File: src/rtl/reorder_buffer.sv
// Circular in-order reorder buffer: allocate on issue, capture on writeback, retire the head in order.
// Optional same-cycle writeback bypass on the query ports: define ROB_WB_BYPASS_EN.
module reorder_buffer #(
  parameter int ROB_SIZE_WIDTH = 3
) (
  input  logic                      clk,
  input  logic                      rst,
  input  logic                      rdy,
  input  logic                      issue_valid,
  input  logic [1:0]                issue_type,
  input  logic [4:0]                issue_dest,
  input  logic                      issue_pred_taken,
  output logic                      rob_full,
  output logic [ROB_SIZE_WIDTH-1:0] issue_rob_id,
  output logic [4:0]                issue_rd,
  input  logic                      wb_valid,
  input  logic [ROB_SIZE_WIDTH-1:0] wb_rob_id,
  input  logic [31:0]               wb_value,
  input  logic                      wb_taken,
  input  logic [ROB_SIZE_WIDTH-1:0] ask_rob_id1,
  input  logic [ROB_SIZE_WIDTH-1:0] ask_rob_id2,
  output logic [31:0]               get_value1,
  output logic [31:0]               get_value2,
  output logic                      get_ready1,
  output logic                      get_ready2,
  output logic [4:0]                commit_rd,
  output logic [31:0]               commit_value,
  output logic [ROB_SIZE_WIDTH-1:0] commit_rob_id,
  output logic                      commit_store,
  output logic                      flush,
  output logic [31:0]               flush_pc
);
  localparam int DEPTH = 1 << ROB_SIZE_WIDTH;

  logic [ROB_SIZE_WIDTH-1:0] r_head;
  logic [ROB_SIZE_WIDTH-1:0] r_tail;
  logic [ROB_SIZE_WIDTH:0]   r_count;
  logic [DEPTH-1:0]          r_busy;
  logic [DEPTH-1:0]          r_ready;
  logic [1:0]                r_type  [DEPTH];
  logic [4:0]                r_dest  [DEPTH];
  logic                      r_pred  [DEPTH];
  logic                      r_taken [DEPTH];
  logic [31:0]               r_value [DEPTH];

  logic                      w_issue;
  logic                      w_commit;
  logic                      w_mispredict;
  logic                      w_wb;
  logic [ROB_SIZE_WIDTH:0]   w_count_next;
  logic [DEPTH-1:0]          w_issue_sel;
  logic [DEPTH-1:0]          w_commit_sel;
  logic [DEPTH-1:0]          w_wb_sel;

  assign w_issue      = rdy & issue_valid & ~rob_full & ~flush;
  assign w_commit     = rdy & r_busy[r_head] & r_ready[r_head];
  assign w_mispredict = w_commit & (r_type[r_head] == 2'd2) & (r_taken[r_head] != r_pred[r_head]);
  assign w_wb         = rdy & wb_valid & r_busy[wb_rob_id] & ~w_mispredict;

  assign issue_rob_id = r_tail;
  assign issue_rd     = (w_issue && (issue_type == 2'd0 || issue_type == 2'd3)) ? issue_dest : 5'd0;

  always_comb begin
    w_count_next = r_count;
    if (w_issue && !w_commit)
      w_count_next = r_count + 1'b1;
    else if (!w_issue && w_commit)
      w_count_next = r_count - 1'b1;
  end

  genvar gi;
  generate
    for (gi = 0; gi < DEPTH; gi++) begin : g_sel
      assign w_issue_sel[gi]  = w_issue  && (r_tail    == ROB_SIZE_WIDTH'(gi));
      assign w_commit_sel[gi] = w_commit && (r_head    == ROB_SIZE_WIDTH'(gi));
      assign w_wb_sel[gi]     = w_wb     && (wb_rob_id == ROB_SIZE_WIDTH'(gi));
    end
  endgenerate

  // Per-entry status bits; a mispredict wipes every entry on the commit edge.
  always_ff @(posedge clk or posedge rst) begin
    if (rst) begin
      r_busy  <= '0;
      r_ready <= '0;
    end else if (w_mispredict) begin
      r_busy  <= '0;
      r_ready <= '0;
    end else begin
      for (int i = 0; i < DEPTH; i++) begin
        if (w_issue_sel[i]) begin
          r_busy[i]  <= 1'b1;
          r_ready[i] <= 1'b0;
        end else begin
          if (w_commit_sel[i]) r_busy[i]  <= 1'b0;
          if (w_wb_sel[i])     r_ready[i] <= 1'b1;
        end
      end
    end
  end

  always_ff @(posedge clk) begin
    if (w_issue) begin
      r_type[r_tail] <= (issue_type == 2'd3) ? 2'd0 : issue_type;
      r_dest[r_tail] <= issue_dest;
      r_pred[r_tail] <= issue_pred_taken;
    end
    if (w_wb) begin
      r_value[wb_rob_id] <= wb_value;
      r_taken[wb_rob_id] <= wb_taken;
    end
  end

  always_ff @(posedge clk or posedge rst) begin
    if (rst) begin
      r_head        <= '0;
      r_tail        <= '0;
      r_count       <= '0;
      rob_full      <= 1'b0;
      commit_rd     <= 5'd0;
      commit_value  <= 32'd0;
      commit_rob_id <= '0;
      commit_store  <= 1'b0;
      flush         <= 1'b0;
      flush_pc      <= 32'd0;
    end else if (rdy) begin
      commit_rd    <= 5'd0;
      commit_store <= 1'b0;
      flush        <= 1'b0;
      if (w_commit) begin
        commit_value  <= r_value[r_head];
        commit_rob_id <= r_head;
        case (r_type[r_head])
          2'd1:    commit_store <= 1'b1;
          2'd2: begin
            if (w_mispredict) begin
              flush    <= 1'b1;
              flush_pc <= r_value[r_head];
            end
          end
          default: commit_rd <= r_dest[r_head];
        endcase
      end
      if (w_mispredict) begin
        r_head   <= '0;
        r_tail   <= '0;
        r_count  <= '0;
        rob_full <= 1'b0;
      end else begin
        if (w_issue)  r_tail <= r_tail + 1'b1;
        if (w_commit) r_head <= r_head + 1'b1;
        r_count  <= w_count_next;
        rob_full <= (w_count_next == (ROB_SIZE_WIDTH+1)'(DEPTH));
      end
    end
  end

  always_comb begin
    get_ready1 = r_busy[ask_rob_id1] & r_ready[ask_rob_id1];
    get_value1 = r_value[ask_rob_id1];
    get_ready2 = r_busy[ask_rob_id2] & r_ready[ask_rob_id2];
    get_value2 = r_value[ask_rob_id2];
`ifdef ROB_WB_BYPASS_EN
    if (wb_valid && wb_rob_id == ask_rob_id1 && r_busy[ask_rob_id1]) begin
      get_ready1 = 1'b1;
      get_value1 = wb_value;
    end
    if (wb_valid && wb_rob_id == ask_rob_id2 && r_busy[ask_rob_id2]) begin
      get_ready2 = 1'b1;
      get_value2 = wb_value;
    end
`endif
  end
endmodule

File: config.mk
export PLATFORM = sky130hd
export DESIGN_NAME = reorder_buffer
export DESIGN_NICKNAME = d
export VERILOG_FILES = /design/src/rtl/reorder_buffer.sv
export SDC_FILE = /design/constraint.sdc
export NUM_CORES = 1
export LEC_CHECK = 0
export BUFFER_PORTS_ARGS = -buffer_cell sky130_fd_sc_hd__buf_2
export CAP_MARGIN = 10
export CORE_AREA = 2 2 246 176
export CTS_CLUSTER_SIZE = 30
export DETAILED_ROUTE_END_ITERATION = 8
export DIE_AREA = 0 0 248 178
export HOLD_SLACK_MARGIN = 0.03
export PLACE_DENSITY = 0.69
export SYNTH_ARGS = -nofsm -noshare
export SYNTH_HDL_FRONTEND = slang
export SYNTH_SLANG_ARGS = --single-unit
File: constraint.sdc
create_clock -name clk -period 12.5 [get_ports clk]
set_input_delay 0.625 -clock clk [delete_from_list [all_inputs] [get_ports clk]]
set_output_delay 0.625 -clock clk [all_outputs]
set_load 0.01 [all_outputs]
Word level (Yosys, flattened, before mapping)
Memories as Yosys holds them, arrays and structs flattened.
Cells that the tools add are included.
- logic and storage cells: 206
- RAM bits: 328
- bits in registers: 101
- memories: 5
- memories (name ; words ; bits a word ; read ports ; clocked after Yosys merged registers in ; wr ports ; RTL line ; RTL):
    r_value ; 8 ; 32 ; 3 ; 0 ; 1 ; 44 ; logic [31:0] r_value [DEPTH];
    r_dest ; 8 ; 5 ; 1 ; 0 ; 1 ; 41 ; logic [4:0] r_dest [DEPTH];
    r_type ; 8 ; 2 ; 1 ; 0 ; 1 ; 40 ; logic [1:0] r_type [DEPTH];
    r_pred ; 8 ; 1 ; 1 ; 0 ; 1 ; 42 ; logic r_pred [DEPTH];
    r_taken ; 8 ; 1 ; 1 ; 0 ; 1 ; 43 ; logic r_taken [DEPTH];
- order comparisons: 4
- reduce and logical (&&, ||, !) cells: 57
- bitwise logic cells: 15
- equal/unequal tests: 26
- add/subtract/negate cells: 4
- mux-type cells: 69
- operator list (kind ; number):
    1-bit two-way mux ; 49
    3-bit nonzero test ; 16
    3-bit == test, second input constant ; 12
    1-bit logical AND ; 27
    1-bit binary-select mux with 3-bit select ; 7
    3-bit by 2-bit == test with 1-bit output, second input constant ; 6
    3-bit by 4-bit less-than comparator with 1-bit output, second input constant ; 4
    8-bit two-way mux ; 2
    5-bit two-way mux ; 3
    1-bit AND ; 12
    3-bit two-way mux ; 4
    4-bit two-way mux ; 3
    3-bit by 1-bit == test with 1-bit output, second input constant ; 3
    3-bit logical NOT ; 3
    3-bit by 1-bit adder with 3-bit output, second input constant ; 2
    2-bit AND reduction ; 3
    4-bit by 1-bit adder with 4-bit output, second input constant ; 1
    2-bit == test, second input constant ; 2
    4-bit == test, second input constant ; 1
    4-bit AND reduction ; 1
    2-bit nonzero test ; 2
    4-bit by 1-bit subtractor with 4-bit output, second input constant ; 1
    1-bit inverter ; 3
    2-bit by 1-bit == test with 1-bit output, second input constant ; 1
    other kinds (6) ; 7

Logic depth before layout (Yosys ltp)
- depth after elaboration: 12
- gate-level depth with buffers: 13
- gate-level depth less buffers: 10

Worst setup path before layout
Ideal clock, no wire load.
- path kind: flip-flop to flip-flop
- from: register r_head[0]
- to: memory r_taken[2] (enable)
- data arrival time: 4778 ps
- period minus slack after synthesis: 5242 ps
- setup slack: 7258 ps
- required time: 12036 ps
- stages on the path, launching flop included: 13
- cell sequence: dfrtp_1 -> buf_4 -> buf_2 -> mux4_2 -> nand2_1 -> and2_1 -> inv_1 -> ha_1 -> nor2b_1 -> a2bb2oi_2 -> nor2_2 -> clkbuf_1 -> nor3_1
- cells in the longest elaborated chain, start to end: 10
- ends and longest elaborated chain (element ; RTL line ; RTL):
    start, declared ; 35 ; logic [ROB_SIZE_WIDTH-1:0] r_head;
    start signal, assigned ; 150 ; if (w_commit) r_head <= r_head + 1'b1;
    1-bit binary-select mux with 3-bit select ; 56 ; assign w_commit = rdy & r_busy[r_head] & r_ready[r_head];
    1-bit two-way mux (implied by the code) ; 56 ;
    1-bit AND (2 in a row) ; 56 ;
    1-bit AND ; 57 ; assign w_mispredict = w_commit & (r_type[r_head] == 2'd2) & (r_taken[r_head] != r_pred[r_head]);
    1-bit AND * ; 57 ;
    1-bit inverter * ; 58 ; assign w_wb = rdy & wb_valid & r_busy[wb_rob_id] & ~w_mispredict;
    1-bit AND * ; 58 ;
    1-bit two-way mux * ; 107 ; if (w_wb) begin
    1-bit two-way mux (implied by the code) * ; 109 ; r_taken[wb_rob_id] <= wb_taken;
    end, declared ; 43 ;
Every way passes the cells marked *; elsewhere a longest branch is shown, timed or not. The select of a mux whose other input is x is not followed.

Final worst setup path
- from: register r_head[1]
- to: register rob_full
- cells in the longest elaborated chain, start to end: 9
- ends and longest elaborated chain (element ; RTL line ; RTL):
    1-bit binary-select mux with 3-bit select ; 56 ;
    1-bit two-way mux (implied by the code) ; 56 ;
    1-bit AND (2 in a row) ; 56 ;
    1-bit logical AND or 1-bit logical NOT (tied branches) ; 67, 65 ;
    4-bit two-way mux or 1-bit logical AND (tied branches) ; 67, 65 ;
    4-bit two-way mux ; 65 ; if (w_issue && !w_commit)
    4-bit == test ; 152 ; rob_full <= (w_count_next == (ROB_SIZE_WIDTH+1)'(DEPTH));
    1-bit two-way mux * ; 143 ; if (w_mispredict) begin
    end signal, assigned ; 152 ;
    end, declared ; 13 ; output logic rob_full,
Marked as above.
A chain may end at the register's enable or synchronous reset.

==> results.cfg <==
[status]
outcome = finished clean

[flow_run]
cap_violations = 0

[final_layout]
synthToLayoutAreaGrowth_pct = 15.2
fill_cells = 3193
final_cell_mix = edfxtp_1, mux4_2, buf_2
final_common_cell = edfxtp_1
fin_nets = 1440
fin_util_pct = 57.0
drive_gt1_share_pct = 42.3

[sta]
slew_headroom_pct = 19.1
skew_ns = 0.0202
fin_crit_ns = 4.59
drv_slew = 0
hold_viol = 0
setup_viol_count_final = 0
setup_tns_ns = 0
tightest_slew_ns = 1.21
rsz0062_at_grt = false
min_period_over_period_pct = 36.7
max_freq_mhz = 218

[grt]
grt_pass1_wl_um = 75100
grt_pass1_vias = 12000
grt_use_total_pct = 23.2
grt_overflow_total = 0
antenna_found_initial = 6
grt_max_degree = 67

[min_path]
min_path_type = in -> async

[synth]
synth_area_um2 = 20600
syn_area_per_cell_um2 = 17.5
synth_warnings = 0
synthTopCellsByArea = edfxtp_1, mux4_2, dfrtp_1
synth_top_area_cell = edfxtp_1
ys_async_sr_fraction_pct = 23.5
ys.flop_type = edfxtp_1
syn-num-nets = 1251
syn_inst = 1178
ys_seq_area_share_pct = 59.9
synth_edf_count = 328
synth_seq_cells = 429
ys_types = 48
yosysTopAreaCellShare_pct = 47.7

[die]
dieArea_um2 = 44100
start_util_pct = 49.5
rows = 63
fp.dieH_um = 178
die_w_um = 248
io_pins = 204
core_area_um2 = 41700

[routing]
wl_per_cell_um = 25.7
route.detailed.drc = 0
drt-vias-per-instance = 6.14
first_iter_violations = 1165
vias = 12000
drt-total-wl_um = 50300
drt_pass1_iterations = 5
ant_nets = 0

[placed_design]
dp_hpwl_um = 31000
gp_congestion = 0.839
port_buffers = 203

[setup_path]
worstReg2RegStart = r_head[1]
worstPathArrival_ns = 5.03
crit_path_start_kind = register
crit_path_max_fanout = 55
required_ns = 12.94
crit_type = reg -> reg
reg2reg_depth = 12
r2r_end = rob_full
cp-end-kind = register
regToRegSetupSlack_ns = 7.91

[clock_tree]
numClockSinks = 429
clockBufferDepth = 3
htreeDepth = 2
cts_root_buffer = clkbuf_16
cts_buffers = 43
clk_pin_slew_ns = 0.07
cts_setup_buffers = 0
cts.repair.resized = 0
clk_latency_ns = 0.56
cts_tree = built
cts_hold_buf = 0

[power_and_ir_drop]
power_density_nw_per_um2 = 191
ir_worst_vdd_mv = 0.138
p_leak_nw = 8.58
==> cell usage after synthesis, types with 2 or more instances <==
master	count
edfxtp_1	328
mux4_2	216
dfrtp_1	101
nor2_1	97
a21oi_1	70
mux2_2	68
nand2_1	47
mux2i_1	43
clkbuf_1	40
buf_2	28
ha_1	18
nor3_1	11
and2_1	10
inv_1	10
buf_1	9
nand3_1	9
o21ai_0	8
xnor2_1	7
a211oi_1	6
and3_1	6
o2bb2ai_1	5
xor2_1	4
a22oi_1	3
buf_4	3
nand4_1	3
a21o_1	2
a31oi_1	2
a41oi_1	2
inv_2	2
nor2b_1	2
==> through the flow <==
stage / hold WS (ns) / cells / total power, mW / instance area [µm²] / worst slack [ns]
2_1_floorplan: 0.514 / 1178 / 2.77 / 20600 / 7.26
3_3_place_gp: 0.473 / 1874 / 3.18 / 22300 / 7.96
3_5_place_dp: 0.469 / 1874 / 3.20 / 22300 / 7.94
4_1_cts: 0.182 / 1954 / 4.58 / 23800 / 7.91
5_1_grt: 0.221 / 1955 / 4.76 / 23800 / 7.66
6_report: 0.166 / 1958 / 4.54 / 23800 / 7.91
==> layout make-up <==
class / count / area (µm²) / share of cell area (%)
diodes: 4 / 10.0 / 0.0421
clock buffers: 59 / 1190 / 4.99
clock inverters: 21 / 328 / 1.38
inverters: 14 / 57.6 / 0.242
multi-input cells: 654 / 7930 / 33.3
flip-flops and latches: 429 / 12400 / 52.1
well taps: 552 / 691 / 2.90
repair buffers: 225 / 1190 / 5.01
==> registers in the layout, indices dropped and copies added, names as in the netlist, 3 cells and up <==
register       flops
r_dest            40
commit_value      32
r_count            4
r_taken            8
r_ready            8
r_pred             8
r_value          256
commit_rd          5
r_head             3
issue_rob_id       3
commit_rob_id      3
r_busy             8
flush_pc          32
r_type            16
==> routing by layer <==
| layer | vias to the layer above | global-route usage, % | wire length, µm |
|---|---|---|---|
| met5 | - | 0 | 28 |
| met4 | 4 | 5.74 | 903 |
| met3 | 62 | 4.65 | 3520 |
| met2 | 446 | 37.5 | 24700 |
| met1 | 6341 | 32.8 | 21200 |
| li1 | 5167 | - | - |
==> kinds of logic (layout without fill, tap and decap cells) <==
family                     count (synthesis)  after routing  share of synthesized area, %
AOI/OAI and AO/OA                        109            109                          3.26
xor gates and xnor gates                  11             11                         0.467
adders and majority gates                 18             18                          1.09
buffers and inverters                     95            319                          2.00
DFF                                      429            429                          59.9
muxes                                    327            327                          29.4
other                                      0              4                             0
and+or+nand+nor                          189            189                          3.90
==> critical path: stages (launching register included) <==
cell and delay [ns]:
dfrtp_4 0.80, buf_4 0.71, mux4_2 0.34, nand2_1 0.05, and2_1 0.19, inv_1 0.06, ha_1 0.16, nor2b_1 0.15
a2bb2oi_2 0.13, nor2_4 0.77, buf_4 0.66, nor3_2 0.12, a41o_1 0.25
==> worst max-delay path by stage <==
stage	start	end	slack [ns]	cells past startpoint
2_1_floorplan	r_head[0]	r_taken[2]	7.26	12
3_3_place_gp	r_head[1]	rob_full	7.96	12
3_5_place_dp	r_head[1]	rob_full	7.94	12
4_1_cts	r_head[1]	rob_full	7.91	12
5_1_grt	r_head[1]	rob_full	7.66	12
6_report	r_head[1]	rob_full	7.91	12
==> where the power goes <==
group	internal (mW)	switching (mW)	total, mW
Clock	0.835	0.542	1.38
Sequential	1.71	0.178	1.89
Combinational	0.589	0.688	1.28
Total	3.13	1.41	4.54
Note: power is estimated with default switching activity, not from simulation.
